[config.mk]
export PLATFORM = sky130hd
export DESIGN_NAME = vram_arbiter
export DESIGN_NICKNAME = d
export VERILOG_FILES = /design/src/rtl/vram_pkg.sv /design/src/rtl/vram_rr_arb2.sv /design/src/rtl/vram_arbiter.sv
export SDC_FILE = /design/constraint.sdc
export NUM_CORES = 1
export LEC_CHECK = 0
export CAP_MARGIN = 20
export CORE_AREA = 3 3 94 96
export CTS_CLUSTER_SIZE = 20
export DETAILED_ROUTE_END_ITERATION = 10
export DIE_AREA = 0 0 97 99
export PLACE_DENSITY_LB_ADDON = 0.08
export SETUP_SLACK_MARGIN = 0.4
export SYNTH_ARGS = -nofsm -noshare
export SYNTH_HDL_FRONTEND = slang
export SYNTH_HIERARCHICAL = 1
export SYNTH_SLANG_ARGS = --single-unit
[constraint.sdc]
create_clock -name clk -period 3.5 [get_ports clk]
set_clock_uncertainty 0.2 [all_clocks]
set_input_delay 0.525 -clock clk [delete_from_list [all_inputs] [get_ports clk]]
set_output_delay 0.525 -clock clk [all_outputs]
set_load 0.005 [all_outputs]
[src/rtl/vram_pkg.sv]
// vram_pkg: shared widths, region decode and byte-lane helpers for the VRAM arbiter
package vram_pkg;
    localparam int VRAM_WORD_AW = 15;
    localparam int BM_AW = 19;
    localparam int IO_AW = 6;

    typedef enum logic [1:0] {
        RSP_NONE,
        RSP_RAM,
        RSP_IO
    } rsp_src_e;

    function automatic logic is_vram(input logic [BM_AW-1:0] addr);
        return addr < 19'h20000;
    endfunction

    function automatic logic [7:0] lane_byte(input logic [31:0] word, input logic [1:0] lane);
        return word[8*lane +: 8];
    endfunction
endpackage

[src/rtl/vram_rr_arb2.sv]
// vram_rr_arb2: two-port round-robin grant with a CPU override that blocks both ports
module vram_rr_arb2 (
    input  logic       clk,
    input  logic       reset_n,
    input  logic       cpu_win,
    input  logic [1:0] req,
    output logic [1:0] gnt
);
    logic rr_r;

    // preferred port first, the other as fallback; the CPU suppresses both
    always_comb begin
        gnt = cpu_win ? 2'b00 :
              rr_r    ? (req[1] ? 2'b10 : req[0] ? 2'b01 : 2'b00) :
                        (req[0] ? 2'b01 : req[1] ? 2'b10 : 2'b00);
    end

    // after serving a port, prefer the other one; idle and CPU cycles hold the pointer
    always_ff @(posedge clk or negedge reset_n) begin
        if (!reset_n)
            rr_r <= 1'b0;
        else if (gnt[0])
            rr_r <= 1'b1;
        else if (gnt[1])
            rr_r <= 1'b0;
    end
endmodule

[src/rtl/vram_arbiter.sv]
// vram_arbiter: byte-wide CPU port and two video fetch ports sharing one 32-bit VRAM
module vram_arbiter
    import vram_pkg::*;
(
    input  logic                    clk,
    input  logic                    reset_n,
    input  logic [BM_AW-1:0]        bm_addr,
    input  logic [7:0]              bm_wrdata,
    input  logic                    bm_strobe,
    input  logic                    bm_write,
    output logic [7:0]              bm_rddata,
    input  logic [VRAM_WORD_AW-1:0] vf0_addr,
    input  logic [VRAM_WORD_AW-1:0] vf1_addr,
    input  logic                    vf0_req,
    input  logic                    vf1_req,
    output logic                    vf0_ack,
    output logic                    vf1_ack,
    output logic                    vf0_valid,
    output logic                    vf1_valid,
    output logic [31:0]             vf0_rddata,
    output logic [31:0]             vf1_rddata,
    output logic [VRAM_WORD_AW-1:0] ram_addr,
    output logic [31:0]             ram_wrdata,
    output logic [3:0]              ram_wrbytesel,
    output logic                    ram_write,
    input  logic [31:0]             ram_rddata,
    output logic [IO_AW-1:0]        io_addr,
    output logic [7:0]              io_wrdata,
    output logic                    io_strobe,
    output logic                    io_write,
    input  logic [7:0]              io_rddata
);
    logic       cpu_vram;
    logic       cpu_io;
    logic       cpu_wr;
    logic [1:0] gnt;
    rsp_src_e   rsp_r;
    logic [1:0] lane_r;
    logic [7:0] io_byte_r;

    assign cpu_vram = bm_strobe && is_vram(bm_addr);
    assign cpu_io   = bm_strobe && !is_vram(bm_addr);
    assign cpu_wr   = cpu_vram && bm_write;

    vram_rr_arb2 u_arb (
        .clk    (clk),
        .reset_n(reset_n),
        .cpu_win(cpu_vram),
        .req    ({vf1_req, vf0_req}),
        .gnt    (gnt)
    );

    // RAM and I/O command mux; everything idles at zero when nobody is granted
    always_comb begin
        ram_addr      = cpu_vram ? bm_addr[16:2] : gnt[0] ? vf0_addr : gnt[1] ? vf1_addr : '0;
        ram_write     = cpu_wr;
        ram_wrdata    = cpu_wr ? {4{bm_wrdata}} : '0;
        ram_wrbytesel = cpu_wr ? 4'b0001 << bm_addr[1:0] : 4'b0000;
        io_strobe     = cpu_io;
        io_write      = cpu_io && bm_write;
        io_addr       = cpu_io ? bm_addr[IO_AW-1:0] : '0;
        io_wrdata     = cpu_io ? bm_wrdata : '0;
        vf0_ack       = gnt[0];
        vf1_ack       = gnt[1];
    end

    // response pipeline: remember what the strobe/grant was so T+1 can steer the data
    always_ff @(posedge clk or negedge reset_n) begin
        if (!reset_n) begin
            rsp_r     <= RSP_NONE;
            lane_r    <= '0;
            io_byte_r <= '0;
            vf0_valid <= 1'b0;
            vf1_valid <= 1'b0;
        end else begin
            rsp_r     <= (!bm_strobe || bm_write) ? RSP_NONE : cpu_vram ? RSP_RAM : RSP_IO;
            lane_r    <= bm_addr[1:0];
            io_byte_r <= io_rddata;
            vf0_valid <= gnt[0];
            vf1_valid <= gnt[1];
        end
    end

    assign bm_rddata  = rsp_r == RSP_RAM ? lane_byte(ram_rddata, lane_r) :
                        rsp_r == RSP_IO  ? io_byte_r : 8'h00;
    assign vf0_rddata = ram_rddata;
    assign vf1_rddata = ram_rddata;
endmodule
==> run_results.csv <==
group,metric,value,unit
run_status,status,"finished clean",
power_and_ir_drop,p_int,535.5,uW
timing,setup_tns,0,ps
power_and_ir_drop,clock_power_share,0.187,
power_and_ir_drop,powerDensity,182.5,nW/um2
timing,relSlewSlack,0.5497,
floorplan,num_io_pins,247,
clock_tree,numCtsBuffers,3,
yosys,ys_warn_count,6,
clock_tree,clk_latency,240,ps
clock_tree,cts_hold_buf,0,
final_layout,seq_area,375.4,um2
clock_tree,clkSlewWorstSetupHoldPaths,60,ps
clock_tree,cts_tree,"done",
drt,vias_per_cell,4.530,
final_layout,antenna_cells,0,
clock_tree,clock-root-buffer,"clkbuf_8",
yosys,synth.avg_cell_area,8.113,um2
critical_path,worstPathArrival,2330,ps
global_routing,antenna_found_initial,0,
power_and_ir_drop,peakVddDrop,69.46,uV
power_and_ir_drop,p_sw_frac,0.2711,
clock_tree,cts_setup_buffers,0,
final_layout,fin_util,0.4948,
placement,place_hpwl,6749,um
placement,dpl_cell_area,4028,um2
timing,drv_slew,0,
floorplan,die-height,99,um
placement,io_buffers,246,
power_and_ir_drop,sequentialPowerShare,0.257,
final_layout,multi_input_area,964.7,um2
final_layout,num-nets-final,514,
drt,drc,0,
drt,post_drt_wl_per_cell,15.75,um
drt,routed_wl,8109,um
timing,layout_min_cycle_time,3052,ps
yosys,syn_inst,256,
power_and_ir_drop,leakagePower,1.621,nW
power_and_ir_drop,power_switching,199.1,uW
power_and_ir_drop,power,734.7,uW
global_routing,grt_overflow_total,0,
final_layout,fillCellCount,795,
drt,ant_nets,0,
global_routing,grt_max_degree,33,
timing,setup_viol,0,
clock_tree,htree_num_levels,1,
final_layout,drive_gt1_frac,0.09024,
clock_tree,clk_path_buf_depth,2,
timing,fin_crit_sh,0.8719,
yosys,synth.distinct_cells,26,
critical_path,path_cells,"clkdlybuf4s50_1, or3b_4, inv_2, buf_6, and3_1, clkdlybuf4s50_1",
timing,finalHoldViolations,0,
drt,drtPass1Iterations,5,
drt,num_vias,2333,
critical_path,critPathRequiredTime,2770,ps
critical_path,slowest_stage,"clkdlybuf4s50_1",
global_routing,grt_usage,0.1586,
floorplan,die_w,97,um
timing,fmax,0.3277,GHz
timing,max_slew.worst_pin.slew,673.4,ps
floorplan,initial_core_util,0.2553,
yosys,synth.net_count,359,
yosys,ys_seq_elements,15,
flow_run,maxCapViolCount,0,
timing,rsz0062_at_grt,"true",
critical_path,cpMostUsedCell,"clkdlybuf4s50_1",
critical_path,start_kind,"input port",
placement,place.gp.congestion,0.7946,
global_routing,grt_pass1_vias,2325,
clock_tree,clkSinkCount,15,
critical_path,crit_buf_inv,4,
worst_hold_path,min_path_type,"reg2reg",
final_layout,area_delta_synth_final,93.80,%
floorplan,rows,33,
yosys,ys_seq_area_frac,0.1807,
final_layout,fin_area,4025,um2
power_and_ir_drop,p_comb_frac,0.556,
critical_path,crit_type,"in2out",
critical_path,crit_family,"buffers and inverters",
critical_path,critPathMaxStageDelay,530,ps
floorplan,die_area,9603,um2
critical_path,end_kind,"output pin",
critical_path,crit_fanout,9,
global_routing,grt_pass1_wl,12430,um
yosys,syn-cell-area,2077,um2
floorplan,core,8134,um2
drt,drt_first_iter_violations,21,
==> what timing repair did <==
| action | 4_1_cts | 5_1_grt |
|---|---|---|
| endpoints found under the setup margin | 17 | 50 |
| pin swaps | 1 | 3 |
| gates resized for setup | 38 | 21 |
==> flip-flops by register name, indices dropped and copies added (netlist names) <==
name        cells
u_arb/rr_r      1
vf0_valid       1
io_byte_r       8
vf1_valid       1
rsp_r           2
lane_r          2
==> cells in the final DEF (no fill, tap or decap), types with 4 or more instances in the layout <==
cell and instances:
clkdlybuf4s50_1 227, nand2_1 15, nand3b_1 24, buf_4 6, inv_1 4, clkbuf_2 11, dfrtp_1 15, and2_1 15
nor3_1 4, o221ai_1 8, a31oi_1 15, buf_2 4, nor4b_1 15, mux2i_1 17, and3_1 5
==> synthesized netlist by cell type (all sizes together) <==
master | number | area [um2]
o221ai | 8 | 70.07
o21a | 1 | 7.510
nor3 | 4 | 20.02
nor2 | 1 | 3.750
a21oi | 1 | 5.000
dfrtp | 15 | 375.4
nand4bb | 1 | 11.26
mux2i | 17 | 170.2
a21boi | 1 | 11.26
nor4b | 15 | 131.4
buf | 95 | 701.9
a31oi | 15 | 93.84
or3b | 2 | 17.52
and3 | 8 | 50.05
nor2b | 2 | 15.02
inv | 5 | 18.76
nand2 | 15 | 56.30
nand2b | 1 | 6.260
and2 | 15 | 93.84
nand3b | 24 | 180.2
clkbuf | 10 | 37.54
==> power by group through the flow <==
stage,sequential [mW],combinational [mW],clock [mW]
2_1_floorplan,0.190,0.167,0
3_3_place_gp,0.192,0.431,0
3_5_place_dp,0.193,0.433,0
4_1_cts,0.189,0.424,0.145
5_1_grt,0.191,0.440,0.159
6_report,0.189,0.409,0.137
==> cell type report <==
class	instances	area share
clock buffer	4	0.01119
inverter	5	0.004663
multi-input combinational	131	0.2397
sequential	15	0.09325
tap	105	0.03264
timing repair buffer	255	0.6186
==> worst min-delay path, cell delays in order, from the launching register on <==
cell and delay, ps:
dfrtp_1 370, inv_1 80, mux2i_1 120
==> final timing paths <==
kind / from / end / slack [ps] / depth (start not counted)
worst min register to register: u_arb/rr_r / u_arb/rr_r / 410 / 2
worst min-delay path: u_arb/rr_r / u_arb/rr_r / 410 / 2
min in group asynchronous: reset_n / io_byte_r[5] / 490 / 1
max in group asynchronous: reset_n / io_byte_r[2] / 2180 / 1
worst max-delay path: bm_strobe / ram_wrdata[29] / 450 / 6
worst max register to register: u_arb/rr_r / vf1_valid / 2430 / 3
==> routing by layer <==
layer / up-vias / track usage / routed length, um
li1: 1134 / - / -
met1: 1053 / 0.1765 / 2968
met2: 144 / 0.2898 / 4175
met3: 2 / 0.05874 / 917
met4: 0 / 0.03240 / 47
met5: - / 0 / 0
==> cell families after synthesis <==
kind of cell / Yosys count / synth area share
and+or+nand+nor: 88 / 0.2819
muxes: 17 / 0.08193
DFF: 15 / 0.1807
AOI/OAI and AO/OA: 26 / 0.09036
buffers and inverters: 110 / 0.3651
==> stage by stage <==
step           setup WS [ps]  cells  hold WS (ps)
2_1_floorplan          666.0    256         29.41
3_3_place_gp           113.1    511         406.6
3_5_place_dp           67.11    511         411.5
4_1_cts                399.8    515         426.8
5_1_grt                356.9    515         461.3
6_report               448.2    515         414.4
Power figures use the tool's default switching activity.
